File: config.mk
export PLATFORM = sky130hd
export DESIGN_NAME = spi_slave
export DESIGN_NICKNAME = d
export VERILOG_FILES = /design/src/rtl/spi_pkg.sv /design/src/rtl/spi_sync.sv /design/src/rtl/spi_slave.sv
export SDC_FILE = /design/constraint.sdc
export NUM_CORES = 1
export LEC_CHECK = 0
export CORE_ASPECT_RATIO = 2
export CORE_MARGIN = 4
export CORE_UTILIZATION = 45
export CTS_CLUSTER_SIZE = 8
export DETAILED_ROUTE_END_ITERATION = 10
export GPL_TIMING_DRIVEN = 0
export HOLD_SLACK_MARGIN = 0.03
export PLACE_DENSITY = 0.73
export SYNTH_ARGS = -nofsm -noshare
export SYNTH_HDL_FRONTEND = slang
export SYNTH_HIERARCHICAL = 1
export SYNTH_SLANG_ARGS = --single-unit
File: constraint.sdc
create_clock -name clk_i -period 5.1 [get_ports clk_i]
set_input_delay 1.02 -clock clk_i [delete_from_list [all_inputs] [get_ports clk_i]]
set_output_delay 1.02 -clock clk_i [all_outputs]
set_load 0.05 [all_outputs]
File: src/rtl/spi_pkg.sv
// Shared types and helpers for the SPI responder.
package spi_pkg;

  typedef enum logic {
    ST_IDLE   = 1'b0,
    ST_ACTIVE = 1'b1
  } spi_slave_state_t;

  // Leading edge leaves the idle level, trailing edge returns to it.
  function automatic logic edge_sel(input logic cpol, input logic leading,
                                    input logic rise, input logic fall);
    logic lead_e;
    logic trail_e;
    lead_e  = cpol ? fall : rise;
    trail_e = cpol ? rise : fall;
    return leading ? lead_e : trail_e;
  endfunction

endpackage

File: src/rtl/spi_sync.sv
// Multi-flop pin synchronizer followed by a one-flop edge detector.
module spi_sync #(
  parameter int unsigned SyncStages = 2,
  parameter logic        ResetVal   = 1'b0
) (
  input  logic clk_i,
  input  logic rst_ni,
  input  logic async_i,
  output logic level_o,
  output logic rise_c,
  output logic fall_c
);

  logic [SyncStages-1:0] sync_q, sync_d;
  logic                  prev_q, prev_d;

  // Shift the pin through the synchronizer chain and remember the last level.
  always_comb begin
    sync_d = {sync_q[SyncStages-2:0], async_i};
    prev_d = sync_q[SyncStages-1];
  end

  // Synchronizer and edge-detector flops.
  always_ff @(posedge clk_i or negedge rst_ni) begin
    if (!rst_ni) begin
      sync_q <= {SyncStages{ResetVal}};
      prev_q <= ResetVal;
    end else begin
      sync_q <= sync_d;
      prev_q <= prev_d;
    end
  end

  assign level_o = sync_q[SyncStages-1];
  assign rise_c  = level_o & ~prev_q;
  assign fall_c  = ~level_o & prev_q;

endmodule

File: src/rtl/spi_slave.sv
// SPI responder: oversampled SCLK/SS_n/MOSI, all four CPOL/CPHA modes.
module spi_slave
  import spi_pkg::*;
#(
  parameter int unsigned WordLength = 8,
  parameter int unsigned SyncStages = 2
) (
  input  logic                  clk_i,
  input  logic                  rst_ni,
  input  logic [WordLength-1:0] din_i,
  input  logic                  load_i,
  input  logic                  cpol_i,
  input  logic                  cpha_i,
  output logic [WordLength-1:0] dout_o,
  output logic                  spi_done_tick_o,
  output logic                  busy_o,
  input  logic                  sclk_i,
  input  logic                  ss_ni,
  input  logic                  mosi_i,
  output logic                  miso_o,
  output logic                  miso_oe_o
);

  localparam int unsigned CntW = (WordLength > 2) ? $clog2(WordLength) : 1;
  localparam logic [CntW-1:0] LastBit = CntW'(WordLength - 1);

  logic sclk_lvl, sclk_rise, sclk_fall;
  logic ss_lvl, ss_rise, ss_fall;
  logic mosi_lvl, mosi_rise, mosi_fall;
  logic unused_sync;

  spi_sync #(.SyncStages(SyncStages), .ResetVal(1'b0)) u_sync_sclk (
    .clk_i(clk_i), .rst_ni(rst_ni), .async_i(sclk_i),
    .level_o(sclk_lvl), .rise_c(sclk_rise), .fall_c(sclk_fall)
  );

  spi_sync #(.SyncStages(SyncStages), .ResetVal(1'b1)) u_sync_ss (
    .clk_i(clk_i), .rst_ni(rst_ni), .async_i(ss_ni),
    .level_o(ss_lvl), .rise_c(ss_rise), .fall_c(ss_fall)
  );

  spi_sync #(.SyncStages(SyncStages), .ResetVal(1'b0)) u_sync_mosi (
    .clk_i(clk_i), .rst_ni(rst_ni), .async_i(mosi_i),
    .level_o(mosi_lvl), .rise_c(mosi_rise), .fall_c(mosi_fall)
  );

  assign unused_sync = ^{sclk_lvl, ss_lvl, mosi_rise, mosi_fall};

  spi_slave_state_t      state_q, state_d;
  logic [WordLength-1:0] tx_buf_q, tx_buf_d;
  logic [WordLength-1:0] so_q, so_d;
  logic [WordLength-1:0] si_q, si_d;
  logic [WordLength-1:0] dout_q, dout_d;
  logic [CntW-1:0]       n_q, n_d;
  logic                  first_q, first_d;
  logic                  wrap_q, wrap_d;
  logic                  done_q, done_d;
  logic                  sample_e, shift_e;
  logic [WordLength-1:0] si_shift;

  // Next-state, shift-register and receive-word logic.
  always_comb begin
    state_d  = state_q;
    tx_buf_d = tx_buf_q;
    so_d     = so_q;
    si_d     = si_q;
    dout_d   = dout_q;
    n_d      = n_q;
    first_d  = first_q;
    wrap_d   = wrap_q;
    done_d   = 1'b0;

    sample_e = edge_sel(cpol_i, ~cpha_i, sclk_rise, sclk_fall);
    shift_e  = edge_sel(cpol_i, cpha_i, sclk_rise, sclk_fall);
    si_shift = {si_q[WordLength-2:0], mosi_lvl};

    if (load_i) begin
      tx_buf_d = din_i;
    end

    unique case (state_q)
      ST_IDLE: begin
        if (ss_fall) begin
          state_d = ST_ACTIVE;
          so_d    = tx_buf_q;
          n_d     = '0;
          first_d = 1'b1;
          wrap_d  = 1'b0;
        end
      end
      ST_ACTIVE: begin
        if (ss_rise) begin
          state_d = ST_IDLE;
        end else begin
          if (sample_e) begin
            si_d = si_shift;
            if (n_q == LastBit) begin
              dout_d = si_shift;
              done_d = 1'b1;
              n_d    = '0;
              wrap_d = 1'b1;
            end else begin
              n_d = n_q + CntW'(1);
            end
          end
          if (shift_e) begin
            if (cpha_i && first_q) begin
              first_d = 1'b0;
            end else if (wrap_q) begin
              // The reload itself presents the new MSB on this shift edge,
              // so no further skip is needed for the next word.
              so_d    = tx_buf_q;
              wrap_d  = 1'b0;
              first_d = 1'b0;
            end else begin
              so_d = {so_q[WordLength-2:0], 1'b0};
            end
          end
        end
      end
      default: state_d = ST_IDLE;
    endcase
  end

  // State and datapath registers.
  always_ff @(posedge clk_i or negedge rst_ni) begin
    if (!rst_ni) begin
      state_q  <= ST_IDLE;
      tx_buf_q <= '0;
      so_q     <= '0;
      si_q     <= '0;
      dout_q   <= '0;
      n_q      <= '0;
      first_q  <= 1'b0;
      wrap_q   <= 1'b0;
      done_q   <= 1'b0;
    end else begin
      state_q  <= state_d;
      tx_buf_q <= tx_buf_d;
      so_q     <= so_d;
      si_q     <= si_d;
      dout_q   <= dout_d;
      n_q      <= n_d;
      first_q  <= first_d;
      wrap_q   <= wrap_d;
      done_q   <= done_d;
    end
  end

  assign dout_o          = dout_q;
  assign spi_done_tick_o = done_q;
  assign busy_o          = (state_q == ST_ACTIVE);
  assign miso_o          = so_q[WordLength-1];
  assign miso_oe_o       = busy_o;

endmodule

======== Word-level counts from Yosys, hierarchy flattened ========
Cells that the tools add are included.
word-level totals
  register bits after elaboration ......... 46
  bits in latches ......................... 0
  bits in writable memories ............... 0
  memory bits (read-only) ................. 0
  input port bits ......................... 16
  output and inout port bits .............. 12
  logic and storage cells ................. 75
  memories kept ........................... 0
cells by class
  add/sub/neg operators ................... 1
  multiply operators ...................... 0
  div/mod/pow operators ................... 0
  order comparisons ....................... 0
  equality and inequality tests ........... 7
  shifts and indexed selects .............. 0
  mux-type cells .......................... 36
  bitwise logic cells ..................... 10
  reductions and logical operators ........ 7
operator list
  cell                                                                     number
  8-bit 2-to-1 mux                                                         5
  1-bit 2-to-1 mux                                                         22
  8-bit case mux with 2 select lines                                       1
  3-bit 2-to-1 mux                                                         4
  4-bit AND reduction                                                      3
  2-bit inequality test, second input constant                             3
  1-bit NOT                                                                6
  1-bit case mux with 2 select lines                                       3
  3-bit case mux with 2 select lines                                       1
  3-bit AND reduction                                                      2
  1-bit AND                                                                4
  2-bit by 1-bit inequality test with 1-bit output, second input constant  2
  3-bit by 1-bit adder with 3-bit output, second input constant            1
  3-bit equality test, second input constant                               1
  3-bit by 1-bit inequality test with 1-bit output, second input constant  1
  2-bit AND reduction                                                      1
  1-bit logical AND                                                        1

======== Logic depth before layout (Yosys ltp) ========
  depth after elaboration ................. 10
  depth in mapped cells ................... 6
  mapped depth without buffers ............ 5

======== By module ========
The synthesis kept the hierarchy.
modules (own cells, without submodules)
  module                      times used  cells an instance  area an instance (µm²)  seq. area each (µm²)
  spi_slave                   1           117                1691.6                  950.9
  spi_sync (u_sync_mosi ...)  2           5                  90.1                    75.1
  spi_sync (u_sync_ss)        1           5                  93.8                    78.8

======== Worst setup path after synthesis ========
OpenSTA, ideal clock, no wires.
  kind .................................... input-to-reg
  start ................................... input port cpha_i
  end ..................................... register si_q[3]
  library setup time ...................... 0.125 ns
  arrival ................................. 2.146 ns
  data required time ...................... 4.975 ns
  path slack .............................. 2.828 ns
  cell stages on the path ................. 4
  buffers on the path ..................... 1
  cells stage by stage .................... xnor2_1 -> mux2i_4 -> buf_6 -> mux2_4
between the ends
  word-level cells in the longest chain between the ends .. 2
ends and longest elaborated chain
  element                        line              text
  start, declared                spi_slave.sv:13   input logic cpha_i,
  1-bit 2-to-1 mux               spi_pkg.sv:16     return leading ? lead_e : trail_e;
  3-bit AND reduction (no line)  n/a
  end signal, assigned           spi_slave.sv:141  si_q <= si_d;
  end, declared                  spi_slave.sv:52   logic [WordLength-1:0] si_q, si_d;
No other way between the ends.
A chain may end at the register's enable or synchronous reset.

======== Worst setup path in the final report ========
  start ................................... register state_q, in the netlist busy_o
  end ..................................... output port miso_oe_o
RTL lines
  element                 line              text
  start, declared         spi_slave.sv:49   spi_slave_state_t state_q, state_d;
  start signal, assigned  spi_slave.sv:138  state_q <= state_d;
  end, declared           spi_slave.sv:21   output logic miso_oe_o
No word-level cell between the ends.

==> results.txt <==
CTS tree = built
Worst slew pin tran = 0.501 ns
DR WL/cell = 14.7 um
H-tree depth = 2
CP arrival = 1.70 ns
WHS Path Cells = 0
Cell Rows = 33
Critical Path Fanout Max = 7
Antenna cells = 0
Met2 wire length = 1.86 mm
Layout Skew = 0.00920 ns
DR WL met3 = 145 um
WL met1 = 1.11 mm
Clock Pin Slew Worst Setup and Hold Paths = 0.07 ns
Peak supply drop = 0.000229 V
Worst setup SP type = flop
Largest net degree at the start of global routing = 36
Pre-Repair DR Iteration Count = 4
Power per Cell Area = 382 nW/um^2
# fillers = 364
Tmin final = 2.72 ns
Period utilization = 53.3%
TNS Setup = 0 ns
Final #Nets = 181
Status = finished clean
CTS Root Cell = clkbuf_8
Post-Route WL = 3.19 mm
Pre-CTS worst setup slack = 2.13 ns
Initial core utilization = 46.6%
Synth warn = 6
Hold Crit Start = u_sync_sclk/sync_q[0]$_DFF_PN0_
Vias = 1102
Clk_lat worst skew = 0.30 ns
Die Area = 5450 um^2
Final setup viols = 0
Core footprint = 4130 um^2
Iter 0 DRT Violations = 16
Register-to-Register Path Depth = 5
Final Hold Vio Count = 0
CTS buffer count = 5
Post-DR vias/cell = 5.10
Post-CTS setup buffers = 0
Input/output buffers = 26
Final worst slack = 2.38 ns
Detailed-route DRC error count = 0
Worst slew margin = 66.5%
Fmax = 368 MHz
First-pass GRT wire length = 5.32 mm
Synthesized net count = 147
Syn Area/Cell = 14.9 um^2
RSZ-0062 raised after global routing = false
GRT overflow = 0
R2R Setup Slk = 3.25 ns
Die X = 54.3 um
FF-to-FF End = so_q[7]$_DFFE_PN0P_
Sink Count = 46
Reg2reg start = u_sync_sclk/prev_q$_DFF_PN0_
DP HPWL = 2.47 mm
Synth-to-layout area growth = 22.4%
Initial antenna violation count = 0
Number of global-route vias before repair = 1248
Quantity of gates resized following cts = 0
Top Metal Used = met4
Min-delay worst type = flop to flop
Layout cells sized above 1 = 31.1%
Io pins = 28
WHS Endpoint = u_sync_sclk/sync_q[1]$_DFF_PN0_
Final Wtd Congestion = 0.748
Post-Syn Instances = 129
Max cap viols = 0
Lkg Pwr = 1.10 nW
Req. time, crit path = 4.08 ns
Mapped Area = 1930 um^2
Critical Path End Type = output pin
DIE HEIGHT = 101 um
Total track usage = 13.4%
Slew Viols, Final = 0
Setup Crit Path Kind = flop to output pin
Worst-case clock buffer depth = 2
Hold-fix buffers at CTS = 0
Final antenna-violating net count = 0
[where the power goes]
group | switching [mW] | internal (mW)
combinational | 0.0874 | 0.109
sequential | 0.0450 | 0.438
clock | 0.112 | 0.109
[worst max path at each step]
stage | from | to | slack (ns) | depth (start not counted)
global placement | rst_ni | tx_buf_q[3]$_DFFE_PN0P_ | 1.87 | 1
detailed placement | cpha_i | dout_o[3]$_DFFE_PN0P_ | 2.13 | 5
global route | busy_o$_DFF_PN0_ | miso_oe_o | 2.31 | 2
finish | busy_o$_DFF_PN0_ | miso_oe_o | 2.38 | 2
floorplan | cpha_i | si_q[3]$_DFFE_PN0P_ | 2.83 | 4
CTS | busy_o$_DFF_PN0_ | miso_oe_o | 2.36 | 2
[layout make-up]
| class | instances | area [um^2] | share of cell area, % |
|---|---|---|---|
| flip-flops and latches | 46 | 1150 | 49.0 |
| repair buffers | 27 | 275 | 11.7 |
| clock inverters | 1 | 5.00 | 0.212 |
| well taps | 52 | 65.1 | 2.76 |
| clock buffers | 7 | 86.3 | 3.66 |
| plain buffers | 4 | 26.3 | 1.11 |
| multi-input cells | 75 | 729 | 30.9 |
| inverters | 4 | 15.0 | 0.637 |
[state kept, by name, summed over array words and instances (netlist names)]
name and cells:
dout_o 8, so_q 8, tx_buf_q 8, si_q 7
n_q 3, u_sync_mosi/sync_q 2, u_sync_sclk/sync_q 2, u_sync_ss/sync_q 2
busy_o 1, first_q 1, spi_done_tick_o 1, u_sync_sclk/prev_q 1
u_sync_ss/prev_q 1, wrap_q 1
[metal layers]
metal  vias up  track usage, %
met4         0            7.49
met2        29            23.5
met3         7            3.41
met1       555            13.4
li1        511               -
met5         -               0
[worst max-delay path: stages (launching register included)]
cell and delay (ns):
dfrtp_1 0.48, buf_4 0.15, clkdlybuf4s50_1 0.78
[layout by cell type, fill, tap and decap left out, drive strengths merged, types with 3 or more instances in the layout]
master / count
nor2b: 3
a21oi: 4
buf: 5
clkdlybuf4s50: 25
dfstp: 3
nor2: 4
mux2i: 3
clkbuf: 8
o21ai: 3
nand2: 6
mux2: 37
dfrtp: 43
inv: 4
[per-stage QoR]
| step | instance area, um^2 | utilization [%] | hold slack (ns) | cells | power (mW) |
|---|---|---|---|---|---|
| 2_1_floorplan | 1930 | - | 0.331 | 129 | 0.620 |
| 4_1_cts | 2360 | 57.1 | 0.353 | 216 | 0.915 |
| 3_5_place_dp | 2270 | 54.9 | 0.335 | 208 | 0.691 |
| 6_report | 2360 | 57.1 | 0.351 | 216 | 0.900 |
| 5_1_grt | 2360 | 57.1 | 0.361 | 216 | 0.954 |
| 3_3_place_gp | 2250 | 54.5 | 0.331 | 207 | 0.674 |
Power figures use the tool's default switching activity.
